### config.mk
export PLATFORM = sky130hd
export DESIGN_NAME = mem_stream_reader
export DESIGN_NICKNAME = d
export VERILOG_FILES = /design/src/rtl/mem_stream_reader.sv
export SDC_FILE = /design/constraint.sdc
export NUM_CORES = 1
export LEC_CHECK = 0
export BUFFER_PORTS_ARGS = -buffer_cell sky130_fd_sc_hd__buf_2
export CAP_MARGIN = 0
export CORE_ASPECT_RATIO = 1.75
export CORE_MARGIN = 2
export CORE_UTILIZATION = 49
export DETAILED_ROUTE_END_ITERATION = 7
export PLACE_DENSITY = 0.83
export SLEW_MARGIN = 15
export SYNTH_ARGS = -nofsm -noshare
export SYNTH_HDL_FRONTEND = slang
export SYNTH_SLANG_ARGS = --single-unit
### constraint.sdc
create_clock -name clk -period 2.55 [get_ports clk]
set_input_delay 0 -clock clk [delete_from_list [all_inputs] [get_ports clk]]
set_output_delay 0 -clock clk [all_outputs]
set_load 0.005 [all_outputs]
### src/rtl/mem_stream_reader.sv
// mem_stream_reader
// Reads one frame of 2**ADDR_W words from a memory with a combinational read
// port and emits it as a valid/ready stream with a last marker. One output
// register stage holds the current word; a new word is loaded whenever that
// register is empty or being consumed, so a full-rate consumer sees one word
// per cycle.
//
// Ports
//   clk, rst_n     : clock, synchronous active-low reset
//   start          : one-cycle request to read out a frame (ignored while busy)
//   abort          : synchronous frame cancel, no done pulse
//   read_add       : address to the memory read port
//   read_data      : memory read data, valid in the same cycle as read_add
//   out_data/valid/ready/last : output stream
//   busy           : high while not IDLE
//   done           : one-cycle pulse after the last word is accepted
//
// Configuration
//   MEM_STREAM_READER_BITREV_EN : when defined, words are read in bit-reversed
//   address order; otherwise in linear order.

module mem_stream_reader #(
   parameter int DATA_W = 32,
   parameter int ADDR_W = 3
) (
   input  logic              clk,
   input  logic              rst_n,
   input  logic              start,
   input  logic              abort,
   output logic [ADDR_W-1:0] read_add,
   input  logic [DATA_W-1:0] read_data,
   output logic [DATA_W-1:0] out_data,
   output logic              out_valid,
   input  logic              out_ready,
   output logic              out_last,
   output logic              busy,
   output logic              done
);

   typedef enum logic [1:0] {IDLE, READ, DRAIN} state_t;

   localparam logic [ADDR_W-1:0] LAST_CNT = {ADDR_W{1'b1}};

   function automatic logic [ADDR_W-1:0] addr_map(input logic [ADDR_W-1:0] c);
      logic [ADDR_W-1:0] r;
`ifdef MEM_STREAM_READER_BITREV_EN
      for (int i = 0; i < ADDR_W; i++) r[i] = c[ADDR_W-1-i];
`else
      r = c;
`endif
      return r;
   endfunction

   state_t              state_q, state_d;
   logic [ADDR_W-1:0]   cnt_q, cnt_d;
   logic [DATA_W-1:0]   out_data_q, out_data_d;
   logic                out_valid_q, out_valid_d;
   logic                out_last_q, out_last_d;
   logic                done_q, done_d;
   logic                load, hs;

   always_comb begin
      state_d     = state_q;
      cnt_d       = cnt_q;
      out_data_d  = out_data_q;
      out_valid_d = out_valid_q;
      out_last_d  = out_last_q;
      done_d      = 1'b0;

      // Output register refills when empty or being consumed this edge.
      load = (state_q == READ) && (!out_valid_q || out_ready);
      hs   = out_valid_q && out_ready;

      if (hs && !load) begin
         out_valid_d = 1'b0;
         out_last_d  = 1'b0;
      end

      case (state_q)
         IDLE: begin
            if (start) begin
               cnt_d   = '0;
               state_d = READ;
            end
         end
         READ: begin
            if (load) begin
               out_data_d  = read_data;
               out_valid_d = 1'b1;
               out_last_d  = (cnt_q == LAST_CNT);
               // cnt stops at the last word so it never wraps inside a frame
               if (cnt_q == LAST_CNT) state_d = DRAIN;
               else                   cnt_d   = cnt_q + 1'b1;
            end
         end
         DRAIN: begin
            if (hs) begin
               state_d = IDLE;
               done_d  = 1'b1;
            end
         end
         default: state_d = IDLE;
      endcase

      if (abort) begin
         state_d     = IDLE;
         cnt_d       = '0;
         out_valid_d = 1'b0;
         out_last_d  = 1'b0;
         done_d      = 1'b0;
      end
   end

   always_ff @(posedge clk) begin
      if (!rst_n) begin
         state_q     <= IDLE;
         cnt_q       <= '0;
         out_data_q  <= '0;
         out_valid_q <= 1'b0;
         out_last_q  <= 1'b0;
         done_q      <= 1'b0;
      end else begin
         state_q     <= state_d;
         cnt_q       <= cnt_d;
         out_data_q  <= out_data_d;
         out_valid_q <= out_valid_d;
         out_last_q  <= out_last_d;
         done_q      <= done_d;
      end
   end

   // Outside READ the address parks at the first word of the frame.
   assign read_add  = (state_q == READ) ? addr_map(cnt_q) : addr_map('0);
   assign out_data  = out_data_q;
   assign out_valid = out_valid_q;
   assign out_last  = out_last_q;
   assign busy      = (state_q != IDLE);
   assign done      = done_q;

endmodule

==> impl_metrics.py <==
metrics = {
    "grt": {
        "grt_pass1_vias": 1486,
        "grt_pass1_wl_um": 6130,
        "grt_max_degree": 34,
        "grt_usage_pct": 22.2,
        "grt-ovfl-total": 0,
        "antenna_found_initial": 0,
    },
    "sta": {
        "finalHoldViolations": 0,
        "fin_crit_sh_pct": 62.3,
        "slew_headroom_pct": 53.7,
        "fin_crit_ns": 1.59,
        "timing.fmax_ghz": 0.630,
        "rsz0062_at_grt": "no",
        "finClkSkew_ns": 0.00308,
        "tightest_slew_ns": 0.693,
        "tns_ns": 0,
        "finalSetupViolCount": 0,
        "worst_slack_ns": 0.962,
        "final-max-slew-violation-count": 0,
    },
    "pwr": {
        "p_per_area_nw_per_um2": 543,
        "irDropWorstVdd_mv": 0.406,
        "leakage_uw": 0.00109,
    },
    "setup_path": {
        "worst_ep_arrival_time_ns": 1.80,
        "cp-end-kind": "flop",
        "required_ns": 2.76,
        "cp_max_fo": 32,
        "worstSetupStartpointType": "flop",
        "critPathKind": "flop to flop",
    },
    "synth": {
        "synth_warnings": 0,
        "ys_seq_elements": 40,
        "synth_nets": 226,
        "netlist_instances": 187,
        "yosysSeqAreaShare_pct": 49.1,
        "synth_area_per_cell_um2": 8.72,
        "synth_cell_types": 30,
        "syn_area_um2": 1630,
    },
    "routing": {
        "drt_iter0_markers": 20,
        "wl_um": 3930,
        "wl_per_cell_um": 11.8,
        "drc": 0,
        "dr.pass1.iters": 4,
        "vias_per_cell": 4.74,
        "via_count": 1584,
        "route.antenna.remaining_nets": 0,
    },
    "cells_and_area": {
        "n_antenna_cell": 0,
        "area_growth_pct": 48.0,
        "fill_cells": 268,
        "nets": 329,
        "drive_gt1_share_pct": 30.6,
    },
    "cts": {
        "clockBufferDepth": 2,
        "post_cts_buffers": 0,
        "cts_resized": 0,
        "cts_tree": "built",
        "cts-hold-fix-buffers": 32,
        "cts.htree.levels": 2,
        "root_buffer": "clkbuf_8",
        "clkTransAtPathRegs_ns": 0.08,
        "cts_buffers": 5,
        "worstSkewPairLatency_ns": 0.28,
        "clock-sinks": 40,
    },
    "floorplan": {
        "ios": 76,
        "placementRows": 27,
        "die_w_um": 47.6,
        "start_util_pct": 51.3,
        "die_y_um": 80.3,
        "die-area_um2": 3820,
        "core_um2": 3180,
    },
    "status": {
        "outcome": "completed",
    },
    "run": {
        "max_cap_viol_count": 0,
    },
    "hold_path": {
        "min_path_type": "input port to flop",
    },
    "place": {
        "gp_congestion": 0.763,
        "port_buffers": 75,
        "pre_cts_ws_ns": 0.995,
        "hpwl_um": 2510,
    },
}
## placed cells by master (no fill, tap or decap), types with 2 or more instances in the layout
cell | synthesis | final
dfxtp_1 | 40 | 40
a21boi_1 | 30 | 30
nand2_1 | 68 | 68
clkbuf_8 | 1 | 5
a21boi_0 | 2 | 2
a21oi_1 | 5 | 5
inv_1 | 2 | 2
o21ai_0 | 3 | 3
buf_2 | 3 | 75
nand2b_1 | 3 | 3
dlygate4sd3_1 | 0 | 32
and2_1 | 3 | 3
nor2_1 | 3 | 3
ha_1 | 2 | 2
## final cells by class
type / instances / area [um2] / area share, %
Inverter: 2 / 7.51 / 0.311
Clock buffer: 5 / 68.8 / 2.85
Multi-Input combinational cell: 134 / 744 / 30.8
Tap cell: 43 / 53.8 / 2.23
Sequential cell: 40 / 801 / 33.2
Clock inverter: 3 / 42.5 / 1.76
Timing Repair Buffer: 107 / 696 / 28.8
## power breakdown
part           internal [uW]  switching [uW]  total, uW
clock network            289             209        498
logic                   90.0            63.7        154
registers                645            12.5        658
total                   1020             285       1310
## registers in the layout (all words and copies together), names as in the netlist
| name | flops |
|---|---|
| state_q | 2 |
| out_last | 1 |
| out_data | 32 |
| done | 1 |
| out_valid | 1 |
| cnt_q | 3 |
## per-stage QoR
stage	instances	hold WS (ns)	total power (uW)	cell area, um2	utilization, %
2_1_floorplan	187	0.135	737	1630	-
3_3_place_gp	294	0.241	785	1980	62.4
3_5_place_dp	294	0.247	787	1980	62.4
4_1_cts	334	0.00851	1320	2410	76.0
5_1_grt	334	0.00649	1370	2410	76.0
6_report	334	0.0143	1310	2410	76.0
## kinds of logic (layout without fill, tap and decap cells)
| family | count (synthesis) | in the layout | synth area share (%) |
|---|---|---|---|
| AOI/OAI and AO/OA | 44 | 44 | 19.5 |
| adders and majority gates | 2 | 2 | 1.53 |
| buffers and inverters | 13 | 117 | 5.22 |
| DFF | 40 | 40 | 49.1 |
| muxes | 1 | 1 | 0.614 |
| and+or+nand+nor | 87 | 87 | 24.0 |
## Yosys cell counts
master	instances	share of area [%]
nor2b_1	1	0.38
buf_6	3	2.1
nand3b_1	1	0.46
or2_2	1	0.38
clkbuf_8	1	0.84
o21ai_0	3	0.92
a31oi_1	1	0.38
a21oi_1	5	1.5
nand2_2	1	0.38
ha_1	2	1.5
nand2b_1	3	1.2
nor4_1	1	0.38
a21boi_0	2	0.92
inv_1	2	0.46
buf_2	3	0.92
and2b_1	1	0.46
dfxtp_1	40	49
nor2_4	1	0.69
and2_1	3	1.2
o21a_1	1	0.46
nor2b_4	1	0.84
and4_1	1	0.54
a21boi_1	30	14
nand2b_4	1	0.84
a2111oi_2	1	0.92
a32oi_1	1	0.54
clkbuf_1	4	0.92
mux2i_1	1	0.61
nand2_1	68	16
nor2_1	3	0.69
## worst max-delay path: stages, from the launching register on
cell      delay (ns)
dfxtp_1         0.54
nand2b_4        0.11
nor2_4          0.57
nand2_1         0.12
a21boi_1        0.17
## final timing paths
| path | from | to | slack, ns | cells after the start |
|---|---|---|---|---|
| worst min register to register | out_data[14] | out_data[14] | 0.45 | 2 |
| worst max-delay path | state_q[0] | out_data[24] | 0.96 | 4 |
| worst max register to register | state_q[0] | out_data[24] | 0.96 | 4 |
| worst min-delay path | out_ready | done | 0.01 | 3 |
## layer usage
layer  up-vias  track usage [%]  routed length (um)
li1        813                -                   -
met1       710             20.6                1450
met2        50             41.1                2180
met3        11             4.49                 185
met4         0             11.9                 125
met5         -                0                   0
No activity file was read; power rests on OpenSTA's default activity.
